`src/rtl/flag_unit_pkg.sv`:
```
// rtl/flag_unit_pkg.sv - shared flag-class encodings, NZCV bit indices and condition evaluation
//
// Purpose: constants shared by flag_unit, flag_calc and condition-pass logic.
//   OP_*      : ex_op flag-class encodings
//   FLAG_*    : bit positions inside a {N,Z,C,V} vector
//   keep_mask : flags an op passes through from the committed state
//   cond_pass : evaluates a 4-bit condition code against an NZCV vector
package flag_unit_pkg;

    localparam logic [1:0] OP_LOGIC = 2'b00;
    localparam logic [1:0] OP_ADD   = 2'b01;
    localparam logic [1:0] OP_SUB   = 2'b10;
    localparam logic [1:0] OP_MUL   = 2'b11;

    localparam int unsigned FLAG_N = 3;
    localparam int unsigned FLAG_Z = 2;
    localparam int unsigned FLAG_C = 1;
    localparam int unsigned FLAG_V = 0;

    // Bits set here are not produced by the instruction; they are taken from
    // nzcv as it stands on the commit edge.
    function automatic logic [3:0] keep_mask(input logic [1:0] op);
        logic [3:0] m;
        m = 4'b0000;
        case (op)
            OP_LOGIC: m[FLAG_V] = 1'b1;
            OP_MUL: begin
                m[FLAG_C] = 1'b1;
                m[FLAG_V] = 1'b1;
            end
            default: m = 4'b0000;
        endcase
        return m;
    endfunction

    // 0:EQ 1:NE 2:CS 3:CC 4:MI 5:PL 6:VS 7:VC 8:HI 9:LS 10:GE 11:LT 12:GT 13:LE 14:AL 15:NV(never)
    function automatic logic cond_pass(input logic [3:0] cond, input logic [3:0] nzcv);
        logic n, z, c, v, r;
        n = nzcv[FLAG_N];
        z = nzcv[FLAG_Z];
        c = nzcv[FLAG_C];
        v = nzcv[FLAG_V];
        case (cond[3:1])
            3'd0:    r = z;
            3'd1:    r = c;
            3'd2:    r = n;
            3'd3:    r = v;
            3'd4:    r = c & ~z;
            3'd5:    r = ~(n ^ v);
            3'd6:    r = ~z & ~(n ^ v);
            default: r = 1'b1;
        endcase
        // Odd codes invert the even code; 1111 inverts "always" into "never".
        return r ^ cond[0];
    endfunction

endpackage

```
`src/rtl/flag_unit_flag_calc.sv`:
```
// rtl/flag_unit_flag_calc.sv - combinational next-NZCV from flag class, result and carries
//
// Ports:
//   op       in  2   flag class (OP_LOGIC/OP_ADD/OP_SUB/OP_MUL)
//   result   in  DW  ALU/multiplier result
//   alu_c    in  1   adder carry-out (sub: NOT borrow)
//   alu_v    in  1   adder overflow
//   shift_c  in  1   barrel-shifter carry-out
//   old_nzcv in  4   flags supplying passthrough bits
//   nzcv     out 4   resulting {N,Z,C,V}
module flag_calc
    import flag_unit_pkg::*;
#(
    parameter int DW = 32
) (
    input  logic [1:0]    op,
    input  logic [DW-1:0] result,
    input  logic          alu_c,
    input  logic          alu_v,
    input  logic          shift_c,
    input  logic [3:0]    old_nzcv,
    output logic [3:0]    nzcv
);

    always_comb begin
        nzcv         = old_nzcv;
        nzcv[FLAG_N] = result[DW-1];
        nzcv[FLAG_Z] = (result == '0);
        case (op)
            OP_LOGIC: nzcv[FLAG_C] = shift_c;
            OP_ADD, OP_SUB: begin
                nzcv[FLAG_C] = alu_c;
                nzcv[FLAG_V] = alu_v;
            end
            default: nzcv[FLAG_V] = old_nzcv[FLAG_V];
        endcase
    end

endmodule

```
`src/rtl/flag_unit.sv`:
```
// rtl/flag_unit.sv - two-stage architectural flag update: capture, then commit to nzcv
//
// Ports:
//   clk, rst                     clock, synchronous active-high reset
//   ex_valid/ex_cond_pass/ex_s   execute-stage instruction qualifiers
//   ex_op, ex_result             flag class and result
//   ex_alu_c/ex_alu_v/ex_shift_c carries and overflow
//   stall                        holds the capture stage
//   msr_we, msr_data             direct flag write
//   nzcv                         architectural flags {N,Z,C,V}
//   flags_pending                a captured update has not reached nzcv yet
//   flag_writes                  saturating count of committed flag writes
module flag_unit
    import flag_unit_pkg::*;
#(
    parameter int DW = 32,
    parameter int CW = 8
) (
    input  logic          clk,
    input  logic          rst,
    input  logic          ex_valid,
    input  logic          ex_cond_pass,
    input  logic          ex_s,
    input  logic [1:0]    ex_op,
    input  logic [DW-1:0] ex_result,
    input  logic          ex_alu_c,
    input  logic          ex_alu_v,
    input  logic          ex_shift_c,
    input  logic          stall,
    input  logic          msr_we,
    input  logic [3:0]    msr_data,
    output logic [3:0]    nzcv,
    output logic          flags_pending,
    output logic [CW-1:0] flag_writes
);

    logic [3:0]    nzcv_q, nzcv_d;
    logic          cap_vld_q, cap_vld_d;
    logic [3:0]    cap_nzcv_q, cap_nzcv_d;
    logic [3:0]    cap_keep_q, cap_keep_d;
    logic [CW-1:0] flag_writes_q, flag_writes_d;

    logic          accept;
    logic          commit;
    logic [3:0]    calc_nzcv;
    logic [3:0]    commit_nzcv;

    flag_calc #(.DW(DW)) u_flag_calc (
        .op       (ex_op),
        .result   (ex_result),
        .alu_c    (ex_alu_c),
        .alu_v    (ex_alu_v),
        .shift_c  (ex_shift_c),
        .old_nzcv (nzcv_q),
        .nzcv     (calc_nzcv)
    );

    always_comb begin
        accept = ex_valid & ex_cond_pass & ex_s & ~stall;
        // MSR on the commit edge discards the capture instead of committing it.
        commit = cap_vld_q & ~stall & ~msr_we;

        // Passthrough flags are resolved here so they reflect nzcv at commit,
        // which may differ from capture time (back-to-back commit, MSR in a stall).
        commit_nzcv = (cap_nzcv_q & ~cap_keep_q) | (nzcv_q & cap_keep_q);

        nzcv_d = nzcv_q;
        if (msr_we) begin
            nzcv_d = msr_data;
        end else if (commit) begin
            nzcv_d = commit_nzcv;
        end

        cap_vld_d  = cap_vld_q;
        cap_nzcv_d = cap_nzcv_q;
        cap_keep_d = cap_keep_q;
        if (accept) begin
            cap_vld_d  = 1'b1;
            cap_nzcv_d = calc_nzcv;
            cap_keep_d = keep_mask(ex_op);
        end else if (cap_vld_q & ~stall) begin
            cap_vld_d = 1'b0;
        end

        flag_writes_d = flag_writes_q;
        if ((msr_we | commit) & ~(&flag_writes_q)) begin
            flag_writes_d = flag_writes_q + CW'(1);
        end
    end

    always_ff @(posedge clk) begin
        if (rst) begin
            nzcv_q        <= 4'b0000;
            cap_vld_q     <= 1'b0;
            cap_nzcv_q    <= 4'b0000;
            cap_keep_q    <= 4'b0000;
            flag_writes_q <= '0;
        end else begin
            nzcv_q        <= nzcv_d;
            cap_vld_q     <= cap_vld_d;
            cap_nzcv_q    <= cap_nzcv_d;
            cap_keep_q    <= cap_keep_d;
            flag_writes_q <= flag_writes_d;
        end
    end

    assign nzcv          = nzcv_q;
    assign flags_pending = cap_vld_q;
    assign flag_writes   = flag_writes_q;

endmodule

```
`config.mk`:
```
export PLATFORM = sky130hd
export DESIGN_NAME = flag_unit
export DESIGN_NICKNAME = d
export VERILOG_FILES = /design/src/rtl/flag_unit_pkg.sv /design/src/rtl/flag_unit_flag_calc.sv /design/src/rtl/flag_unit.sv
export SDC_FILE = /design/constraint.sdc
export NUM_CORES = 1
export LEC_CHECK = 0
export ABC_AREA = 1
export CELL_PAD_IN_SITES_DETAIL_PLACEMENT = 2
export CELL_PAD_IN_SITES_GLOBAL_PLACEMENT = 2
export CORE_ASPECT_RATIO = 2
export CORE_MARGIN = 8
export CORE_UTILIZATION = 20
export CTS_BUF_LIST = sky130_fd_sc_hd__clkbuf_16
export CTS_CLUSTER_DIAMETER = 200
export DETAILED_ROUTE_END_ITERATION = 10
export PLACE_DENSITY = 0.85
export SLEW_MARGIN = 20
export SYNTH_ARGS = -nofsm -noshare
export SYNTH_HDL_FRONTEND = slang
export SYNTH_SLANG_ARGS = --single-unit
```
`constraint.sdc`:
```
create_clock -name clk -period 2.6 [get_ports clk]
set_clock_uncertainty 0.2 [all_clocks]
set_input_delay 0.52 -clock clk [delete_from_list [all_inputs] [get_ports clk]]
set_output_delay 0.52 -clock clk [all_outputs]
set_load 0.005 [all_outputs]
```
Yosys cells after proc, flatten, opt, wreduce, memory -nomap -nowiden
Index checks and enable logic that the tools add are counted.
W data, S select, Z words.
Storage, ports and cells
  register bits: 19
  logic and storage cells: 38
  output and inout bits: 13
  input bits: 48
Cells by class
  add/subtract/negate cells: 1
  eq/ne operators: 3
  bitwise operators: 14
  reductions and logical operators: 7
  muxes and demuxes: 8
Operator list (count)
  $logic_not A32 Y1: 1
  $add A8 B1 Y8 const B: 1
  $mux W4: 2
  $reduce_and A8 Y1: 1
  $and A1 B1 Y1: 6
  $mux W1: 5
  $and A4 B2 Y4: 1
  $and A4 B4 Y4: 1
  $eq A2 B2 Y1 const B: 2
  $not A2 Y4: 1
  $or A4 B4 Y4: 1
  $reduce_bool A2 Y1: 2
  $reduce_or A2 Y1: 2
  $not A1 Y1: 3
  $eq A2 B1 Y1 const B: 1
  $logic_not A2 Y1: 1
  $pmux W1 S2: 1
  $or A1 B1 Y1: 1

Depth between registers and ports, before layout
  word-level depth: 5
  depth in mapped cells: 8
  mapped depth without buffers: 8

By module
Synthesis repeated with hierarchy kept, for this count alone.
Unflattened totals
  cell total of the unflattened synthesis: 165
  area total of the unflattened synthesis: 1093.5 sq um
By module, submodules not included
  flag_unit: instances 1, area each 905.9 sq um, seq. area each 380.4 sq um, cells each 124
  flag_calc: instances 1, area each 187.7 sq um, seq. area each 0.0 sq um, cells each 41

Worst setup path before layout
No wires, ideal clock.
  path type: in2reg
  start point: input port stall
  end point: register flag_writes_q[6] (netlist: flag_writes[6])
  setup time: 117 ps
  buffers on the path: 0
  required time: 2283 ps
  arrival time: 1134 ps
  stages: 6
  slack: 1149 ps
  cell sequence: nor2_4 > nor2_4 > nor2_1 > nand2_1 > nor3_1 > nor2_1
Between the ends
  cells in the longest elaborated chain, start to end: 5
Ends and longest elaborated chain
  from (decl): RTL line flag_unit.sv:29  | input logic stall,
  $not A1 Y1: RTL line flag_unit.sv:61  | commit = cap_vld_q & ~stall & ~msr_we;
  $and A1 B1 Y1 (2 in a row): RTL line flag_unit.sv:61
  $or A1 B1 Y1: RTL line flag_unit.sv:86  | if ((msr_we | commit) & ~(&flag_writes_q)) begin
  $and A1 B1 Y1: RTL line flag_unit.sv:86
  to (signal assigned): RTL line flag_unit.sv:103  | flag_writes_q <= flag_writes_d;
  to (decl): RTL line flag_unit.sv:41  | logic [CW-1:0] flag_writes_q, flag_writes_d;
No other way between the ends.
A chain may end at the register's enable or synchronous reset.

Final worst setup path
  start point: register flag_writes_q[7] (netlist: flag_writes[7])
  end point: output port flag_writes[7]
RTL lines
  to (decl): RTL line flag_unit.sv:34  | output logic [CW-1:0] flag_writes
No word-level cell between the ends.

==> results.yml <==
run_status:
  status: "complete, no violations"
setup_path:
  reg2reg_depth: 7
  path_buf_inv: 1
  crit_type: "reg -> out"
  end_kind: "output pin"
  cp.depth: 1
  max_stage_delay_ps: 540
  path_cells: "clkdlybuf4s50_1"
  path_delay_family: "buffers and inverters"
  worst-path-max-fanout: 4
  startpoint_type: "flip-flop"
  crit_required_ps: 1880
  cp_slowest_cell: "clkdlybuf4s50_1"
  arrival_ps: 1210
clocking:
  clockBufferDepth: 2
  numCtsBuffers: 3
  cts_resized: 0
  path_clk_slew_ps: 50
  clkLatencyLatePin_ps: 250
  holdBufCountCts: 0
  root_buffer: "clkbuf_16"
  htree_levels: 1
  clock_sinks: 19
  post_cts_buffers: 0
  cts_tree: "yes"
flow_run:
  maxCapViolCount: 0
detailed_routing:
  wl_per_cell_um: 13.8
  drcViolationCount: 0
  drt.antenna.violating_nets: 0
  vias_per_cell: 4.46
  drt_iter0_markers: 39
  drtPass1Iterations: 4
  drt_wl_total_mm: 3.90
  via_count: 1259
synthesis:
  synth_top_family_by_area: "simple AND/OR/NAND/NOR gates"
  ys_seq_area_share_pct: 35.4
  yosys_warnings: 0
  synth_simple_gate_area_share_pct: 39.0
  syn_area_sq_um: 1070
  synth_xor_area_share_pct: 0
  synth-adder-area-share_pct: 3.49
  synthMuxAreaShare_pct: 0
  synth_compound_area_share_pct: 14.0
  ys_types: 26
  synth-seq-cells: 19
  syn_avg_cell_area_sq_um: 6.72
  synthCells: 160
  syn_nets: 211
pwr:
  power_frac_seq_pct: 40.5
  pwr_density_cell_nw_per_um2: 419
  power_mw: 0.763
  p_leak_nw: 0.716
  vdd_drop_max_mv: 0.225
  netSwitchingPower_mw: 0.166
  power.internal_mw: 0.597
  comb_power_share_pct: 18.1
  swShare_pct: 21.8
  p_clk_share_pct: 41.3
sta:
  worst_pin_slew_ps: 377
  holdWs_ps: 275
  min_period_over_period_pct: 74.2
  fin_crit_ps: 1930
  fmax_mhz: 519
  setup_violations: 0
  setup_tns_ps: 0
  hold_violations: 0
  slew_viol_final: 0
  maxSlewHeadroom_pct: 74.8
  rsz0062_at_grt: "no"
finish:
  area_growth_pct: 69.4
  fill_cells: 661
  fin_nets: 274
  drive_gt1_share_pct: 5.86
  final_cell_mix: "clkdlybuf4s50_1 (60), nor2_1 (34), nand2_1 (30)"
  layout_commonest_cell: "clkdlybuf4s50_1"
  antennaDiodeCount: 0
floorplan:
  fp-row-count: 38
  pin_count: 61
  die_h_um: 120
  fp.dieW_um: 67.8
  start_util_pct: 20.2
  core-area_sq_um: 5330
  dieArea_sq_um: 8120
grt:
  antenna_found_initial: 0
  grt_pass1_wl_mm: 6.51
  grt_start_max_net_pins: 13
  grt_overflow: 0
  grt_pass1_vias: 1447
  grt_usage_pct: 10.2
worst_hold_path:
  hold_depth: 2
  min-delay-path-class: "reg -> reg"
placed_design:
  gp_congestion: 0.763
  place_hpwl_mm: 3.43
  portBuffers: 60
[through the flow]
stage	instances	cell area, sq um	util (%)	setup slack [ps]
final	282	1820	34.2	672
after CTS	282	1820	34.2	661
after detailed placement	278	1740	32.7	465
after global routing	282	1820	34.2	599
after floorplan	160	1070	-	1150
after global placement	278	1740	32.7	546
[logic make-up (layout without fill, tap and decap cells)]
logic type	after synthesis	after routing
compound gates	28	28
fa+ha+maj	3	3
simple gates	87	87
buf+inv	23	85
flops	19	19
[area by class of cell]
cell class	instances	area (sq um)	area share, %
clock buffers	3	75.1	4.12
clock inverters	1	3.75	0.206
inverters	21	78.8	4.33
multi-input cells	118	607	33.3
flip-flops and latches	19	380	20.9
well taps	60	75.1	4.12
repair buffers	60	601	33.0
[worst paths after layout]
kind | end | slack, ps | from
setup / recovery | flag_writes[7] | 670 | flag_writes[7]
hold / removal | flags_pending | 270 | flags_pending
setup reg to reg | flag_writes[6] | 1040 | flag_writes[0]
hold reg to reg | flags_pending | 270 | flags_pending
[cells in the mapped netlist (all sizes together)]
master | count | area share, %
nor2 | 38 | 17
nor3 | 2 | 1.4
clkbuf | 1 | 0.47
a21oi | 12 | 5.6
inv | 21 | 7.3
o21ai | 10 | 4.7
ha | 3 | 3.5
o21bai | 1 | 0.70
a21o | 1 | 0.70
dfxtp | 19 | 35
buf | 1 | 0.35
and3 | 1 | 0.58
a31oi | 4 | 2.3
nand4 | 1 | 0.58
nand2 | 32 | 12
nand3 | 11 | 6.8
and2 | 2 | 1.2
[power groups by stage]
stage | Combinational (mW) | Sequential, mW | Clock [mW]
floorplan | 0.0418 | 0.314 | 0
global placement | 0.136 | 0.315 | 0
detailed placement | 0.141 | 0.316 | 0
CTS | 0.141 | 0.310 | 0.326
global route | 0.152 | 0.311 | 0.342
finish | 0.138 | 0.309 | 0.315
[layer usage]
| metal | global-route usage, % | part of all wire (%) |
|---|---|---|
| met1 | 8.94 | 34 |
| met3 | 3.55 | 8.5 |
| met4 | 3.10 | 1.2 |
| met2 | 19.9 | 56 |
| met5 | 0 | 0 |
(Power assumes the default switching activity.)
